### src/rtl/coherence_bus_ctrl.sv
// coherence_bus_ctrl
//   Two-core memory/coherence controller between two icache/dcache pairs
//   and a single-ported RAM. Arbitrates instruction fetches, dcache
//   writebacks/reads and dcache coherence transactions. It snoops the
//   non-requesting dcache (MSI invalidate) and performs cache-to-cache
//   transfers while updating memory. Blocks are two words, 8-byte aligned.
//
// Ports
//   CLK, RST                 clock, asynchronous active-high reset
//   iREN/iaddr               per-core instruction read request/address
//   iwait/iload              per-core instruction wait (0 = data valid) and data
//   dREN/dWEN/daddr/dstore   per-core dcache read/write/address/data
//                            (dstore also carries snoop-response data)
//   cctrans/ccwrite          coherence transaction request / dirty snoop response
//   dwait/dload              per-core dcache wait (0 = complete) and read data
//   ccwait/ccinv/ccsnoopaddr snoop request, invalidate and address to a cache
//   ramREN/ramWEN/ramaddr/ramstore/ramload/ram_ready  RAM interface
module coherence_bus_ctrl #(
    parameter int unsigned ADDR_W = 32,
    parameter int unsigned CPUS   = 2
) (
    input  logic                           CLK,
    input  logic                           RST,
    input  logic [CPUS-1:0]                iREN,
    input  logic [CPUS-1:0][ADDR_W-1:0]    iaddr,
    output logic [CPUS-1:0]                iwait,
    output logic [CPUS-1:0][ADDR_W-1:0]    iload,
    input  logic [CPUS-1:0]                dREN,
    input  logic [CPUS-1:0]                dWEN,
    input  logic [CPUS-1:0][ADDR_W-1:0]    daddr,
    input  logic [CPUS-1:0][ADDR_W-1:0]    dstore,
    input  logic [CPUS-1:0]                cctrans,
    input  logic [CPUS-1:0]                ccwrite,
    output logic [CPUS-1:0]                dwait,
    output logic [CPUS-1:0][ADDR_W-1:0]    dload,
    output logic [CPUS-1:0]                ccwait,
    output logic [CPUS-1:0]                ccinv,
    output logic [CPUS-1:0][ADDR_W-1:0]    ccsnoopaddr,
    output logic                           ramREN,
    output logic                           ramWEN,
    output logic [ADDR_W-1:0]              ramaddr,
    output logic [ADDR_W-1:0]              ramstore,
    input  logic [ADDR_W-1:0]              ramload,
    input  logic                           ram_ready
);

    typedef enum logic [3:0] {
        IDLE, SNOOP, C2C, DRD_T, DRD, DWB, ACK, ACK_WAIT, IFETCH
    } state_t;

    state_t              state;
    logic                req;         // core owning the current transaction
    logic                oth;         // the other (snooped) core
    logic                last_grant;
    logic                wcount;      // word index within a C2C block
    logic                inv_q;       // invalidate latched at snoop, held to the end
    logic [ADDR_W-4:0]   blk;         // block address latched at snoop

    logic                grant;
    logic                gnt_core;
    state_t              gnt_state;
    logic [CPUS-1:0]     dwb_m;
    logic [CPUS-1:0]     drd_m;
    logic [ADDR_W-1:0]   blk_addr;

    assign oth      = ~req;
    assign blk_addr = {blk, 3'b000};

    // A lone requester wins; a tie goes to the core not granted last.
    function automatic logic pick(input logic [1:0] m, input logic lg);
        return (m == 2'b11) ? ~lg : m[1];
    endfunction

    always_comb begin
        grant     = 1'b0;
        gnt_core  = 1'b0;
        gnt_state = IDLE;
        dwb_m     = dWEN & ~cctrans;
        drd_m     = dREN & ~cctrans;
        if (|cctrans) begin
            grant     = 1'b1;
            gnt_core  = pick(cctrans, last_grant);
            gnt_state = SNOOP;
        end else if (|dwb_m) begin
            grant     = 1'b1;
            gnt_core  = pick(dwb_m, last_grant);
            gnt_state = DWB;
        end else if (|drd_m) begin
            grant     = 1'b1;
            gnt_core  = pick(drd_m, last_grant);
            gnt_state = DRD;
        end else if (|iREN) begin
            grant     = 1'b1;
            gnt_core  = pick(iREN, last_grant);
            gnt_state = IFETCH;
        end
    end

    always_ff @(posedge CLK or posedge RST) begin
        if (RST) begin
            state      <= IDLE;
            req        <= 1'b0;
            last_grant <= 1'b1;
            wcount     <= 1'b0;
            inv_q      <= 1'b0;
            blk        <= '0;
        end else begin
            case (state)
                IDLE: begin
                    if (grant) begin
                        state      <= gnt_state;
                        req        <= gnt_core;
                        last_grant <= gnt_core;
                        wcount     <= 1'b0;
                        inv_q      <= 1'b0;
                    end
                end
                SNOOP: begin
                    inv_q <= dWEN[req];
                    blk   <= daddr[req][ADDR_W-1:3];
                    if (ccwrite[oth])
                        state <= C2C;
                    else if (dREN[req])
                        state <= DRD_T;
                    else
                        state <= ACK;
                end
                C2C: begin
                    if (ram_ready) begin
                        if (wcount) begin
                            wcount <= 1'b0;
                            state  <= IDLE;
                        end else begin
                            wcount <= 1'b1;
                        end
                    end
                end
                DRD_T: begin
                    if (!cctrans[req])
                        state <= IDLE;
                end
                DRD: begin
                    if (!dREN[req] || ram_ready)
                        state <= IDLE;
                end
                DWB: begin
                    if (!dWEN[req] || ram_ready)
                        state <= IDLE;
                end
                ACK: begin
                    state <= cctrans[req] ? ACK_WAIT : IDLE;
                end
                ACK_WAIT: begin
                    if (!cctrans[req])
                        state <= IDLE;
                end
                IFETCH: begin
                    if (ram_ready)
                        state <= IDLE;
                end
                default: state <= IDLE;
            endcase
        end
    end

    always_comb begin
        iwait       = '1;
        dwait       = '1;
        ccwait      = '0;
        ccinv       = '0;
        ccsnoopaddr = '0;
        ramREN      = 1'b0;
        ramWEN      = 1'b0;
        ramaddr     = '0;
        ramstore    = '0;
        iload       = {ramload, ramload};
        dload       = {ramload, ramload};
        case (state)
            SNOOP: begin
                ccwait[oth]      = 1'b1;
                ccsnoopaddr[oth] = {daddr[req][ADDR_W-1:3], 3'b000};
                ccinv[oth]       = dWEN[req];
            end
            C2C: begin
                // Dirty data from the snooped cache goes to the requester
                // and to RAM in the same cycle.
                ccwait[oth]      = 1'b1;
                ccsnoopaddr[oth] = blk_addr;
                ccinv[oth]       = inv_q;
                ramWEN           = 1'b1;
                ramaddr          = {blk, wcount, 2'b00};
                ramstore         = dstore[oth];
                dload[req]       = dstore[oth];
                if (ram_ready)
                    dwait = '0;
            end
            DRD_T: begin
                // Enables are gated by cctrans so the release cycle is quiet.
                ccsnoopaddr[oth] = blk_addr;
                ccinv[oth]       = inv_q;
                ramREN           = dREN[req] & cctrans[req];
                ramWEN           = dWEN[req] & cctrans[req];
                ramaddr          = daddr[req];
                ramstore         = dstore[req];
                dwait[req]       = ~ram_ready;
            end
            DRD, DWB: begin
                ramREN     = dREN[req];
                ramWEN     = dWEN[req];
                ramaddr    = daddr[req];
                ramstore   = dstore[req];
                dwait[req] = ~ram_ready;
            end
            ACK: begin
                ccsnoopaddr[oth] = blk_addr;
                ccinv[oth]       = inv_q;
                dwait[req]       = 1'b0;
            end
            ACK_WAIT: begin
                ccsnoopaddr[oth] = blk_addr;
                ccinv[oth]       = inv_q;
            end
            IFETCH: begin
                ramREN     = 1'b1;
                ramaddr    = iaddr[req];
                iwait[req] = ~ram_ready;
            end
            default: ;
        endcase
    end

endmodule

### config.mk
export PLATFORM = sky130hd
export DESIGN_NAME = coherence_bus_ctrl
export DESIGN_NICKNAME = d
export VERILOG_FILES = /design/src/rtl/coherence_bus_ctrl.sv
export SDC_FILE = /design/constraint.sdc
export NUM_CORES = 1
export LEC_CHECK = 0
export ABC_AREA = 1
export BUFFER_PORTS_ARGS = -buffer_cell sky130_fd_sc_hd__buf_2
export CORE_AREA = 3 3 196 198
export CTS_BUF_LIST = sky130_fd_sc_hd__clkbuf_4 sky130_fd_sc_hd__clkbuf_8 sky130_fd_sc_hd__clkbuf_16
export CTS_CLUSTER_SIZE = 20
export DETAILED_ROUTE_END_ITERATION = 6
export DIE_AREA = 0 0 199 201
export PLACE_DENSITY = 0.5
export SETUP_SLACK_MARGIN = 0.15
export SYNTH_ARGS = -nofsm -noshare
export SYNTH_HDL_FRONTEND = slang
export SYNTH_SLANG_ARGS = --single-unit
### constraint.sdc
create_clock -name CLK -period 4.15 [get_ports CLK]
set_clock_uncertainty 0.2 [all_clocks]
set_input_delay 0.2075 -clock CLK [delete_from_list [all_inputs] [get_ports CLK]]
set_output_delay 0.2075 -clock CLK [all_outputs]
set_load 0.03 [all_outputs]
==> impl_metrics.tcl, run 1 <==
set metrics [dict create \
    insertion_delay_ns 0.29 \
    root_buffer "clkbuf_16" \
    synth_seq_cells 37 \
    avgSynthCellArea_um2 5.60 \
    wl_met1_mm 14.1 \
    post_cts_buffers 0 \
    final_cell_area_um2 8430 \
    hold_class "in -> reg" \
    io_buffers 496 \
    slew_headroom_pct 29.7 \
    cts_sinks 37 \
    worstSetupStartpointType "flop" \
    io_pins 503 \
    max_freq_mhz 326 \
    period_share_pct 73.8 \
    crit_path_max_fanout 64 \
    switching_share_pct 66.2 \
    holdPathStages 3 \
    rows 70 \
    die_h_um 201 \
    pwr-share-seq_pct 9.5 \
    register_area_um2 931 \
    worst-endpoint-arrival_ns 2.66 \
    die_w_um 199 \
    synth_cells 1036 \
    finalHoldViolations 0 \
    final_cells 1906 \
    start_util_pct 15.8 \
    htreeDepth 2 \
    place_hpwl_mm 26.3 \
    highest_layer "met5" \
    worstPathRequired_ns 3.74 \
    clkPwrFrac_pct 7.0 \
    ys_types 32 \
    syn_area_um2 5800 \
    rsz0062_at_grt "false" \
    multi_input_area_um2 3650 \
    path_clk_slew_ns 0.06 \
    core_area_um2 36700 \
    timing.max_cap.violations 0 \
    grt_first_pass_wirelength_mm 48.0 \
    cts_inserted_buffers 5 \
    setup_viol 0 \
    timing.final.crit_period_ns 3.06 \
    die_area_um2 40000 \
    p_int_mw 2.21 \
    crit_type "reg -> out" \
    vdd.ir_drop.worst_v 0.000354 \
    drtPass1Iterations 7 \
    dp_cells 1880 \
    clk_path_buf_depth 2 \
    vias 8531 \
    tritoncts "yes" \
    gp_congestion 0.842 \
    yosysWarnings 0 \
    grt_max_degree 131 \
    drt_iter0_drc 399 \
    status "complete, no violations" \
    placed_area_um2 8090 \
    tightest_slew_ns 1.05 \
    area_growth_pct 45.4 \
    powerDensity_nw_per_um2 777 \
    grt_antenna_before_repair 4 \
    grt_pass1_vias 8185 \
    endpoint_kind "primary output" \
    nets 1673 \
    drc_errors 0 \
    fill_cells 4233 \
    reg2regPathDepth 7 \
    wl_met2_mm 15.9 \
    detail_route.wl_per_cell_um 17.4 \
    ant_nets 0 \
    power.leakage_nw 4.76 \
    tns_ns 0 \
    seq_area_frac_synth_pct 16.0 \
    layout-drive-gt1-share_pct 38.1 \
    via_per_inst 4.48 \
    track_usage_pct 15.4 \
    pwr-share-comb_pct 83.5 \
    holdWs_ns 0.00790 \
    routed_wl_mm 33.2 \
    wl_met3_mm 2.38 \
    grt_overflow 0 \
    p_sw_mw 4.34 \
    drv_slew 0 \
]
-- area by class of cell --
cell class              instances  share of cell area [%]
flip-flops and latches         37                    11.0
repair buffers                524                    32.7
diodes                          1                  0.0297
inverters                      86                    3.90
clock inverters                 3                   0.549
clock buffers                   5                    1.48
well taps                     468                    6.94
multi-input cells             782                    43.3
-- layout by cell type (no fill, tap or decap), types with 4 or more instances in the layout --
cell type | synthesis | routed
nand2_2 | 4 | 4
inv_1 | 79 | 78
o21ai_0 | 132 | 132
nand2_1 | 326 | 326
or2_2 | 5 | 5
a21oi_1 | 14 | 14
nor2_2 | 4 | 4
o221ai_1 | 11 | 11
dfrtp_1 | 36 | 35
clkbuf_16 | 0 | 5
inv_2 | 5 | 5
mux2i_1 | 5 | 5
nand3_1 | 90 | 90
dlygate4sd3_1 | 0 | 17
buf_2 | 28 | 496
nand3_2 | 10 | 10
nor2_1 | 86 | 86
buf_4 | 75 | 9
conb_1 | 1 | 6
o21ai_1 | 34 | 34
o211ai_1 | 47 | 47
-- critical path: stages, from the launching register on --
cell      delay [ns]
dfrtp_1         0.45
inv_2           0.09
nor2_2          0.05
nand2_2         0.08
inv_2           0.06
nand2_1         0.08
clkinv_2        0.63
o21ai_1         0.57
buf_2           0.28
-- metrics by stage --
stage	util [%]	setup WS [ns]	power [mW]
finish	23.0	1.09	6.55
global route	23.0	0.897	7.07
CTS	23.0	1.12	6.65
detailed placement	22.0	1.45	6.12
global placement	22.0	1.50	6.11
floorplan	-	1.73	4.44
-- synthesized netlist by cell type --
| master | n | share of area (%) |
|---|---|---|
| nand3_2 | 10 | 1.7 |
| buf_2 | 28 | 2.4 |
| nand2_1 | 326 | 21 |
| nand3_1 | 90 | 7.8 |
| nand4_1 | 2 | 0.22 |
| nor2_2 | 4 | 0.43 |
| o21ai_1 | 34 | 2.9 |
| clkinv_2 | 1 | 0.086 |
| o211ai_1 | 47 | 6.1 |
| buf_4 | 75 | 9.7 |
| dfrtp_1 | 36 | 16 |
| or2_2 | 5 | 0.54 |
| nand2_2 | 4 | 0.43 |
| nor2_1 | 86 | 5.6 |
| buf_1 | 3 | 0.19 |
| o21ai_0 | 132 | 11 |
| inv_4 | 1 | 0.11 |
| o21a_1 | 1 | 0.13 |
| and2_1 | 1 | 0.11 |
| nor3b_1 | 1 | 0.13 |
| buf_8 | 1 | 0.26 |
| buf_6 | 10 | 1.9 |
| conb_1 | 1 | 0.065 |
| inv_2 | 5 | 0.32 |
| a21oi_1 | 14 | 1.2 |
| o311ai_0 | 1 | 0.15 |
| inv_1 | 79 | 5.1 |
| nor3_1 | 2 | 0.17 |
| clkbuf_1 | 19 | 1.2 |
| o221ai_1 | 11 | 1.7 |
| dfstp_2 | 1 | 0.45 |
| mux2i_1 | 5 | 0.86 |
-- power by group through the flow --
stage               sequential, mW  clock (mW)  combinational (mW)
finish                       0.620       0.459                5.47
CTS                          0.622       0.485                5.54
global route                 0.640       0.497                5.93
global placement             0.623           0                5.49
detailed placement           0.625           0                5.49
floorplan                    0.597           0                3.85
-- repair_timing --
item                      CTS  global route
hold buffers               17             0
gates resized for setup     0             0
hold endpoints to repair   49             0
-- routing by layer --
metal  vias up  global-route usage, %
met5         -                      0
met4         4                   4.49
met3        39                   2.40
met2       439                   26.9
met1      3904                   19.5
li1       4145                      -
-- flip-flops by register name (all words and copies together) (netlist names) --
| signal | flops |
|---|---|
| blk | 29 |
| inv_q | 1 |
| last_grant | 1 |
| req | 1 |
| state | 4 |
| wcount | 1 |
-- worst paths after layout --
| path | start | end | slack (ns) |
|---|---|---|---|
| max | state[1] | dload[26] | 1.09 |
| min | daddr[7] | blk[4] | 0.008 |
| max reg2reg | state[2] | blk[5] | 1.25 |
| min reg2reg | wcount | wcount | 0.29 |
| max in group asynchronous | RST | req | 2.64 |
| min in group asynchronous | RST | blk[27] | 0.46 |
-- kinds of logic (layout without fill, tap and decap cells) --
family                 after synthesis  after routing  share of synthesized area [%]
DFF                                 37             37                           16.0
other                                1              7                         0.0646
buffers and inverters              222            618                           21.4
AOI/OAI and AO/OA                  240            240                           23.5
muxes                                5              5                          0.863
and+or+nand+nor                    531            531                           38.2
Note: power is estimated with default switching activity, not from simulation.
==> run 2, diff against run 1 <==
--- a/config.mk
+++ b/config.mk
@@ -5,14 +5,14 @@
 export SDC_FILE = /design/constraint.sdc
 export NUM_CORES = 1
 export LEC_CHECK = 0
-export ABC_AREA = 1
+export ABC_AREA = 0
 export BUFFER_PORTS_ARGS = -buffer_cell sky130_fd_sc_hd__buf_2
-export CORE_AREA = 3 3 196 198
+export CORE_AREA = 3 3 193 195
 export CTS_BUF_LIST = sky130_fd_sc_hd__clkbuf_4 sky130_fd_sc_hd__clkbuf_8 sky130_fd_sc_hd__clkbuf_16
 export CTS_CLUSTER_SIZE = 20
 export DETAILED_ROUTE_END_ITERATION = 6
-export DIE_AREA = 0 0 199 201
-export PLACE_DENSITY = 0.5
+export DIE_AREA = 0 0 196 198
+export PLACE_DENSITY = 0.51
 export SETUP_SLACK_MARGIN = 0.15
 export SYNTH_ARGS = -nofsm -noshare
 export SYNTH_HDL_FRONTEND = slang
==> constraint.sdc (replaced) <==
create_clock -name CLK -period 3 [get_ports CLK]
set_clock_uncertainty 0.2 [all_clocks]
set_input_delay 0.15 -clock CLK [delete_from_list [all_inputs] [get_ports CLK]]
set_output_delay 0.15 -clock CLK [all_outputs]
set_load 0.03 [all_outputs]
==> impl_metrics.tcl, run 2 <==
set metrics [dict create \
    status "complete, no violations" \
    synth_ff_type "dfrtp_1" \
    grt_antenna_before_repair 2 \
    worst-endpoint-arrival_ns 2.39 \
    final_cell_area_um2 8670 \
    finalHoldViolations 0 \
    final_common_cell "buf_2" \
    switching_share_pct 61.9 \
    timing.final.crit_period_ns 2.74 \
    yosysWarnings 0 \
    via_per_inst 4.67 \
    tns_ns 0 \
    top_register "blk" \
    synth_top_area_cell "dfrtp_1" \
    synth.area.top_cells "dfrtp_1, mux2i_1, a221oi_1" \
    max_freq_mhz 365 \
    wl_met3_mm 2.10 \
    grt_pass1_vias 7294 \
    synthMostInstantiatedCell "nand2_1" \
    rows 69 \
    fill_cells 3954 \
    synth_common_cells "nand2_1, a21oi_1, nor2_1" \
    wl_met1_mm 12.8 \
    tritoncts "yes" \
    worstPathRequired_ns 2.65 \
    crit_path_max_fanout 32 \
    avgSynthCellArea_um2 7.54 \
    path_clk_slew_ns 0.06 \
    tightest_slew_ns 0.872 \
    largest_reg_flops 29 \
    p_int_mw 4.13 \
    wl_met2_mm 16.8 \
    insertion_delay_ns 0.28 \
    area_growth_pct 48.2 \
    detail_route.wl_per_cell_um 19.7 \
    io_pins 503 \
    power.leakage_nw 4.39 \
    syn_area_um2 5850 \
    postLayoutCoreUtil_pct 24.4 \
    cts_inserted_buffers 5 \
    timing.max_cap.violations 0 \
    synth_seq_cells 37 \
    htreeDepth 2 \
    yosys.area.top_type_share_pct 15.4 \
    holdWs_ns 0.00870 \
    io_buffers 496 \
    ys_types 46 \
    die_h_um 198 \
    place_ws_ns 0.307 \
    drc_errors 0 \
    vdd.ir_drop.worst_v 0.000602 \
    synth_cells 776 \
    setup_viol 0 \
    ant_nets 0 \
    powerDensity_nw_per_um2 1250 \
    die_w_um 196 \
    pwr-share-comb_pct 83.7 \
    nets 1409 \
    endpoint_kind "primary output" \
    cts_sinks 37 \
    layout-drive-gt1-share_pct 52.0 \
    setup_ws_ns 0.257 \
    hold_class "in -> reg" \
    seq_area_frac_synth_pct 15.8 \
    drv_slew 0 \
    root_buffer "clkbuf_16" \
    clkPwrFrac_pct 6.7 \
    top_regs "blk (29), state (4)" \
    grt_max_degree 72 \
    grt_overflow 0 \
    worstSetupStartpointType "flop" \
    placed_area_um2 8380 \
    grt_first_pass_wirelength_mm 45.2 \
    antenna_cells 0 \
    drt_iter0_drc 382 \
    routed_wl_mm 32.3 \
    highest_layer "met4" \
    die_area_um2 38800 \
    pwr-share-seq_pct 9.7 \
    vias 7631 \
    crit_type "reg -> out" \
    slew_headroom_pct 41.8 \
    start_util_pct 16.4 \
    final_cell_mix "buf_2, nand2_1, a21oi_1, nor2_1, mux2i_1" \
    async_flop_share_pct 100 \
    track_usage_pct 15.0 \
    synth_edf_count 0 \
    drtPass1Iterations 5 \
    period_share_pct 91.4 \
    rsz0062_at_grt "false" \
    core_area_um2 35600 \
    p_sw_mw 6.72 \
    clk_path_buf_depth 2 \
    gp_congestion 0.892 \
    place_hpwl_mm 25.6 \
]
run 2: kinds of logic (layout without fill, tap and decap cells):
group	Yosys count	in the layout	share of synthesized area, %
buf+inv	151	542	15.4
compound gates	217	217	25.6
flops	37	37	15.8
simple gates	235	236	16.6
other cells	1	6	0.0641
mux	135	135	26.4
run 2: power by group through the flow:
stage / registers [mW] / logic (mW) / clock network (mW)
after global placement: 1.05 / 9.04 / 0
after CTS: 1.05 / 9.13 / 0.758
after floorplan: 0.879 / 6.46 / 0
after detailed placement: 1.05 / 9.07 / 0
final: 1.05 / 9.08 / 0.722
after global routing: 1.09 / 9.71 / 0.772
run 2: final cells by class:
class | count | area (µm²) | share of cell area, %
Clock buffer | 5 | 125 | 1.44
Clock inverter | 3 | 65.1 | 0.750
Sequential cell | 37 | 932 | 10.8
Timing Repair Buffer | 528 | 2860 | 33.0
Multi-Input combinational cell | 594 | 4090 | 47.1
Inverter | 6 | 22.5 | 0.260
Tap cell | 461 | 577 | 6.65
run 2: final timing paths:
kind                       slack (ns)  depth (start not counted)       start    endpoint
max                              0.26                          7    state[2]   dload[40]
min                             0.009                          2   ram_ready    state[3]
max reg2reg                      0.70                          4         req    state[0]
min reg2reg                      0.31                          2  last_grant  last_grant
max in group asynchronous        1.56                          3         RST         req
min in group asynchronous        0.40                          3         RST      blk[3]
run 2: metrics by stage:
stage	instances	power [mW]
floorplan	781	7.34
global placement	1617	10.1
detailed placement	1617	10.1
CTS	1632	10.9
global route	1634	11.6
finish	1634	10.9
run 2: what timing repair did:
action,CTS,global route
pin swaps,1,1
cloned,1,1
gates resized for setup,2,4
hold buffers,6,0
buffers inserted,0,1
endpoints found under the setup margin,25,88
endpoints found under the hold margin,39,0
run 2: worst max-delay path: stages, from the launching register on:
cell     delay [ns]
dfrtp_1        0.46
buf_4          0.22
inv_2          0.07
and3_4         0.25
nand2_1        0.08
buf_4          0.41
mux2_2         0.40
buf_2          0.18
run 2: metal layers:
| metal | track usage (%) | vias up |
|---|---|---|
| met5 | 0 | - |
| met2 | 28.4 | 410 |
| li1 | - | 3571 |
| met4 | 3.51 | 0 |
| met1 | 18.1 | 3621 |
| met3 | 1.58 | 29 |
